File: config.mk
export PLATFORM = sky130hd
export DESIGN_NAME = mspe_dram_writer
export DESIGN_NICKNAME = d
export VERILOG_FILES = /design/src/rtl/mspe_pkg.sv /design/src/rtl/mspe_beat_fifo.sv /design/src/rtl/mspe_dram_writer.sv
export SDC_FILE = /design/constraint.sdc
export NUM_CORES = 2
export LEC_CHECK = 0
export ABC_AREA = 1
export BUFFER_PORTS_ARGS = -buffer_cell sky130_fd_sc_hd__buf_2
export CORE_ASPECT_RATIO = 1.25
export CORE_MARGIN = 4
export CORE_UTILIZATION = 30
export DETAILED_ROUTE_END_ITERATION = 10
export GPL_ROUTABILITY_DRIVEN = 0
export MAX_ROUTING_LAYER = met4
export PLACE_DENSITY = 0.44
export SETUP_SLACK_MARGIN = 0.02
export SLEW_MARGIN = 10
export SYNTH_ARGS = -nofsm -noshare
export SYNTH_HDL_FRONTEND = slang
export SYNTH_SLANG_ARGS = --single-unit
File: constraint.sdc
create_clock -name clk -period 46.7 [get_ports clk]
set_input_delay 7.005 -clock clk [delete_from_list [all_inputs] [get_ports clk]]
set_output_delay 7.005 -clock clk [all_outputs]
set_load 0.02 [all_outputs]
File: src/rtl/mspe_pkg.sv
// Shared constants, FSM state type and address helper for the MSPE DRAM writer.
package mspe_pkg;

   localparam int unsigned BEAT_W     = 512;
   localparam int unsigned BEAT_BYTES = 64;
   localparam int unsigned BEAT_SHIFT = 6;

   typedef enum logic [1:0] {
      ST_IDLE,
      ST_ARMED,
      ST_BURST,
      ST_DONE
   } wr_state_t;

   // Byte address of beat idx relative to a 64-byte aligned base.
   function automatic logic [63:0] beat_addr(input logic [63:0]           base,
                                             input logic [63-BEAT_SHIFT:0] idx);
      return base + {idx, {BEAT_SHIFT{1'b0}}};
   endfunction

endpackage

File: src/rtl/mspe_beat_fifo.sv
// First-word-fall-through synchronous beat FIFO with flush; flush overrides push/pop.
module mspe_beat_fifo
   import mspe_pkg::*;
#(
   parameter int unsigned DEPTH = 8,
   parameter int unsigned WIDTH = BEAT_W
) (
   input  logic                     clk,
   input  logic                     reset,
   input  logic                     push,
   input  logic                     pop,
   input  logic                     flush,
   input  logic [WIDTH-1:0]         wdata,
   output logic [WIDTH-1:0]         rdata,
   output logic [$clog2(DEPTH):0]   count,
   output logic                     full
);

   localparam int unsigned    PW       = $clog2(DEPTH);
   localparam logic [PW:0]    FULL_CNT = (PW+1)'(DEPTH);

   logic [WIDTH-1:0] mem_q [DEPTH];
   logic [PW-1:0]    wr_ptr_q;
   logic [PW-1:0]    rd_ptr_q;
   logic [PW:0]      count_q;
   logic             do_push;
   logic             do_pop;

   assign do_push = push & ~flush & (count_q != FULL_CNT);
   assign do_pop  = pop  & ~flush & (count_q != '0);
   assign rdata   = mem_q[rd_ptr_q];
   assign count   = count_q;
   assign full    = (count_q == FULL_CNT);

   always_ff @(posedge clk or negedge reset) begin
      if (!reset) begin
         wr_ptr_q <= '0;
         rd_ptr_q <= '0;
         count_q  <= '0;
      end else if (flush) begin
         wr_ptr_q <= '0;
         rd_ptr_q <= '0;
         count_q  <= '0;
      end else begin
         if (do_push) wr_ptr_q <= wr_ptr_q + 1'b1;
         if (do_pop)  rd_ptr_q <= rd_ptr_q + 1'b1;
         case ({do_push, do_pop})
            2'b10:   count_q <= count_q + 1'b1;
            2'b01:   count_q <= count_q - 1'b1;
            default: count_q <= count_q;
         endcase
      end
   end

   always_ff @(posedge clk) begin
      if (do_push) mem_q[wr_ptr_q] <= wdata;
   end

endmodule

File: src/rtl/mspe_dram_writer.sv
// Stream-to-DRAM burst writer: buffers the MSPE result stream and drains it as
// Avalon-MM write bursts at consecutive 64-byte addresses from a programmed base.
module mspe_dram_writer
   import mspe_pkg::*;
#(
   parameter int unsigned FIFO_DEPTH = 8,
   parameter int unsigned MAX_BURST  = 4
) (
   input  logic                  clk,
   input  logic                  reset,
   input  logic                  start,
   input  logic                  clear,
   input  logic [63:0]           dst_addr_offset,
   input  logic [BEAT_W-1:0]     src_data,
   input  logic                  src_valid,
   input  logic                  src_sop,
   input  logic                  src_eop,
   output logic                  src_ready,
   input  logic                  m_waitrequest,
   output logic [63:0]           m_address,
   output logic [2:0]            m_burstcount,
   output logic [BEAT_W-1:0]     m_writedata,
   output logic                  m_write,
   output logic                  m_read,
   output logic [BEAT_BYTES-1:0] m_byteenable,
   output logic                  busy,
   output logic                  done,
   output logic [63:0]           beat_count
);

   localparam int unsigned CW = $clog2(FIFO_DEPTH) + 1;

   wr_state_t     state_q;
   logic          eop_seen_q;
   logic          clear_pend_q;
   logic          done_q;
   logic          m_write_q;
   logic [63:0]   dst_q;
   logic [63:0]   m_address_q;
   logic [63:0]   beat_count_q;
   logic [2:0]    m_burstcount_q;
   logic [2:0]    remain_q;

   logic [CW-1:0] fifo_count;
   logic          fifo_full;
   logic          push;
   logic          beat_taken;
   logic          last_beat;
   logic          clear_now;
   logic          start_go;
   logic          flush;
   logic          launch;
   logic [2:0]    launch_len;
   logic          unused_sop;

   assign unused_sop = src_sop;

   assign busy       = (state_q == ST_ARMED) || (state_q == ST_BURST);
   assign src_ready  = busy & ~fifo_full & ~eop_seen_q;
   assign push       = src_valid & src_ready;
   assign beat_taken = m_write_q & ~m_waitrequest;
   assign last_beat  = beat_taken && (remain_q == 3'd1);
   assign clear_now  = clear | clear_pend_q;
   assign start_go   = start & ~clear & ((state_q == ST_IDLE) || (state_q == ST_DONE));
   assign flush      = start_go | (clear && (state_q != ST_BURST)) | (last_beat & clear_now);

   always_comb begin
      launch     = 1'b0;
      launch_len = 3'(MAX_BURST);
      if (fifo_count >= CW'(MAX_BURST)) begin
         launch = 1'b1;
      end else if (eop_seen_q && (fifo_count != '0)) begin
         launch     = 1'b1;
         launch_len = 3'(fifo_count);
      end
   end

   mspe_beat_fifo #(
      .DEPTH (FIFO_DEPTH),
      .WIDTH (BEAT_W)
   ) u_fifo (
      .clk   (clk),
      .reset (reset),
      .push  (push),
      .pop   (beat_taken),
      .flush (flush),
      .wdata (src_data),
      .rdata (m_writedata),
      .count (fifo_count),
      .full  (fifo_full)
   );

   always_ff @(posedge clk or negedge reset) begin
      if (!reset) begin
         state_q        <= ST_IDLE;
         eop_seen_q     <= 1'b0;
         clear_pend_q   <= 1'b0;
         done_q         <= 1'b0;
         m_write_q      <= 1'b0;
         dst_q          <= '0;
         m_address_q    <= '0;
         beat_count_q   <= '0;
         m_burstcount_q <= 3'd1;
         remain_q       <= '0;
      end else begin
         case (state_q)
            ST_IDLE, ST_DONE: begin
               if (clear) begin
                  beat_count_q <= '0;
                  eop_seen_q   <= 1'b0;
                  done_q       <= 1'b0;
                  state_q      <= ST_IDLE;
               end else if (start) begin
                  dst_q        <= dst_addr_offset;
                  beat_count_q <= '0;
                  eop_seen_q   <= 1'b0;
                  done_q       <= 1'b0;
                  state_q      <= ST_ARMED;
               end
            end
            ST_ARMED: begin
               if (push && src_eop) eop_seen_q <= 1'b1;
               if (clear) begin
                  beat_count_q <= '0;
                  eop_seen_q   <= 1'b0;
                  state_q      <= ST_IDLE;
               end else if (launch) begin
                  // Beats issued so far equals beat_count here: bursts never overlap.
                  m_address_q    <= beat_addr(dst_q, beat_count_q[63-BEAT_SHIFT:0]);
                  m_burstcount_q <= launch_len;
                  remain_q       <= launch_len;
                  m_write_q      <= 1'b1;
                  state_q        <= ST_BURST;
               end
            end
            ST_BURST: begin
               if (push && src_eop) eop_seen_q <= 1'b1;
               if (clear) clear_pend_q <= 1'b1;
               if (beat_taken) begin
                  beat_count_q <= beat_count_q + 64'd1;
                  remain_q     <= remain_q - 3'd1;
                  if (remain_q == 3'd1) begin
                     m_write_q    <= 1'b0;
                     clear_pend_q <= 1'b0;
                     // A clear seen during the burst is honoured only once it is complete.
                     if (clear_now) begin
                        beat_count_q <= '0;
                        eop_seen_q   <= 1'b0;
                        state_q      <= ST_IDLE;
                     end else if (eop_seen_q && (fifo_count == CW'(1))) begin
                        done_q  <= 1'b1;
                        state_q <= ST_DONE;
                     end else begin
                        state_q <= ST_ARMED;
                     end
                  end
               end
            end
            default: state_q <= ST_IDLE;
         endcase
      end
   end

   assign m_address    = m_address_q;
   assign m_burstcount = m_burstcount_q;
   assign m_write      = m_write_q;
   assign m_read       = 1'b0;
   assign m_byteenable = '1;
   assign done         = done_q;
   assign beat_count   = beat_count_q;

endmodule

==> flow_metrics.env <==
export IMPL_critPathMaxStageDelay_ps=740
export IMPL_hpwl_mm=334
export IMPL_status="completed"
export IMPL_grt_pass1_vias=106000
export IMPL_antenna_found_initial=277
export IMPL_clk_latency_ps=1030
export IMPL_io_buffers=1229
export IMPL_tritoncts="built"
export IMPL_grt_max_degree=177
export IMPL_crit_top_cell="buf_4"
export IMPL_place_area_sq_um=186000
export IMPL_report_final_setup_viol=0
export IMPL_powerDensity_nw_per_um2=52.4
export IMPL_clock_skew_ps=84.1
export IMPL_worst_hold_path_num_cells=2
export IMPL_grt_util_all_layers=0.186
export IMPL_peakVddDrop_mv=0.0456
export IMPL_path_cells="inv_8 > buf_4 > buf_4 > buf_12 > buf_4 > buf_4 > buf_4 > o21ai_0 > o22ai_1 > nor2_1 > a31oi_1 > buf_2"
export IMPL_synth_distinct_cells=53
export IMPL_period_share=0.313
export IMPL_fillers=56500
export IMPL_routed_wl_mm=554
export IMPL_mostFrequentLayoutCells="edfxtp_1, nor2_1, o21ai_0"
export IMPL_grt_overflow_total=0
export IMPL_stdcell_area_sq_um=201000
export IMPL_reg2reg_to="u_fifo.mem_q[1][134]"
export IMPL_drtPass1Iterations=8
export IMPL_fin_crit_ps=14620
export IMPL_cts_resized=0
export IMPL_leakage_nw=69.4
export IMPL_crit_path_start_kind="register"
export IMPL_dieHeight_um=855
export IMPL_worst_pin_slew_ps=1100
export IMPL_die_area_sq_um=587000
export IMPL_start_util=0.301
export IMPL_synth_area_per_cell_sq_um=12.4
export IMPL_synth_ff_type="edfxtp_1"
export IMPL_seq_area_frac_synth=0.745
export IMPL_critPathCaptureType="output port"
export IMPL_design_core_area_sq_um=573000
export IMPL_whs_endpoint="m_address[30]"
export IMPL_postSynthCellCount=13900
export IMPL_antenna_left=0
export IMPL_final_common_cell="edfxtp_1"
export IMPL_clk_pin_slew_ps=60
export IMPL_fmax_mhz=68.4
export IMPL_drv_slew=0
export IMPL_post_cts_buffers=0
export IMPL_crit_start="u_fifo.rd_ptr_q[1]"
export IMPL_synth_largest_area_cell="edfxtp_1"
export IMPL_r2r_start="state_q[0]"
export IMPL_drive_above_1_share=0.139
export IMPL_synthArstFlopShare=0.0497
export IMPL_synth_edff_count=4096
export IMPL_cts_sinks=4310
export IMPL_cp_max_fo=106
export IMPL_maxCapViolations=0
export IMPL_die_width_um=686
export IMPL_vias_per_cell=4.81
export IMPL_regToRegSetupSlack_ps=38680
export IMPL_cts_buffers=449
export IMPL_min_delay_start="m_address[30]"
export IMPL_synth_area_top_cells="edfxtp_1, nor2_1, o21ai_0"
export IMPL_ioPinCount=1296
export IMPL_netlist_area_sq_um=172000
export IMPL_rows=311
export IMPL_root_buffer="clkbuf_16"
export IMPL_drcViolationCount=0
export IMPL_vias=111000
export IMPL_worstPathRequired_ps=39690
export IMPL_ys_warn_count=0
export IMPL_hold_violations=0
export IMPL_tns_ps=0
export IMPL_rr_worst_depth=13
export IMPL_cp_arrival_ps=7620
export IMPL_crit_slowest_cell="buf_4"
export IMPL_hold_class="register to register"
export IMPL_synth_top_area_frac=0.714
export IMPL_ys_ff_latch=4310
export IMPL_cts_buffer_depth=4
export IMPL_nets=15600
export IMPL_wire_per_inst_um=23.9
export IMPL_first_iter_violations=7345
export IMPL_htree_num_levels=5
export IMPL_syn_to_final_growth_pct=16.4
export IMPL_timing_slew_headroom=0.261
export IMPL_crit_type="register to output port"
export IMPL_grt_pass1_wl_mm=784
export IMPL_cts_hold_buf=0
export IMPL_grt_setup_unrepaired="false"
## worst max-delay path, delay by kind of cell, from the launching register on
kind            cells  cell delay, ps
flops               1             690
compound gates      3            1000
buf+inv             8            4540
simple gates        1              60
## worst max-delay path by stage
stage / endpoint / depth (start not counted)
after floorplan: u_fifo.mem_q[0][0] / 7
final: m_writedata[457] / 12
after CTS: m_writedata[457] / 12
after detailed placement: u_fifo.mem_q[1][122] / 14
after global placement: u_fifo.mem_q[1][122] / 14
after global routing: m_writedata[457] / 12
## layer usage
layer / vias up / routed length (um) / global-route usage
li1: 52100 / - / -
met1: 55400 / 229000 / 0.226
met2: 2772 / 267000 / 0.308
met3: 982 / 35700 / 0.0432
met4: 0 / 21500 / 0.0586
met5: - / 0 / -
## logic make-up after synthesis
group / after synthesis / share of synthesized area
buffers and inverters: 1282 / 0.0321
adder cells (fa/ha/maj): 68 / 0.00498
AND/OR/NAND/NOR: 4877 / 0.110
other: 2 / 0.0000436
XOR/XNOR: 40 / 0.00203
multiplexers: 57 / 0.00372
AO/OA/AOI/OAI: 3276 / 0.103
flip-flops: 4310 / 0.745
## cells in the mapped netlist (all sizes together), types with 6 or more instances
master and count:
a21oi 96, a31oi 517, and2 6, buf 418, clkbuf 476, dfrtp 213
edfxtp 4096, ha 67, inv 387, mux2 57, nand2 826, nand3 131
nand3b 10, nand4 31, nor2 3831, nor3 32, o21ai 2135, o22ai 513
xnor2 29, xor2 11
## registers in the layout, indices dropped and copies added (netlist names), 2 cells and up
signal and flops:
u_fifo.mem_q 4096, u_fifo.rd_ptr_q 3, remain_q 3, state_q 2
m_burstcount 3, beat_count 64, dst_q 64, u_fifo.wr_ptr_q 3
u_fifo.count 4, m_address 64
## layout make-up
| type | count | area, sq um | share of cell area |
|---|---|---|---|
| Antenna cell | 128 | 320 | 0.00160 |
| Timing Repair Buffer | 1424 | 7920 | 0.0395 |
| Inverter | 388 | 1490 | 0.00742 |
| Sequential cell | 4310 | 128000 | 0.640 |
| Clock inverter | 249 | 2300 | 0.0115 |
| Tap cell | 7668 | 9590 | 0.0478 |
| Multi-Input combinational cell | 8383 | 38800 | 0.193 |
| Clock buffer | 572 | 11800 | 0.0590 |
## power by group
| group | switching (mW) | internal, mW | leakage, nW |
|---|---|---|---|
| Clock | 1.53 | 1.97 | 6.84 |
| Sequential | 0.0784 | 4.38 | 39.6 |
| Combinational | 1.89 | 0.660 | 22.9 |
| Total | 3.50 | 7.01 | 69.4 |
## through the flow
stage	instances	setup WS (ps)	power, mW	utilization	hold slack [ps]
floorplan	14000	16340	6.16	-	478
global route	23100	31540	11.0	0.350	503
finish	23100	32080	10.5	0.350	480
detailed placement	22200	31970	7.15	0.325	470
global placement	22200	32030	7.15	0.325	457
CTS	23000	31680	10.7	0.349	486
(Power assumes the default switching activity.)
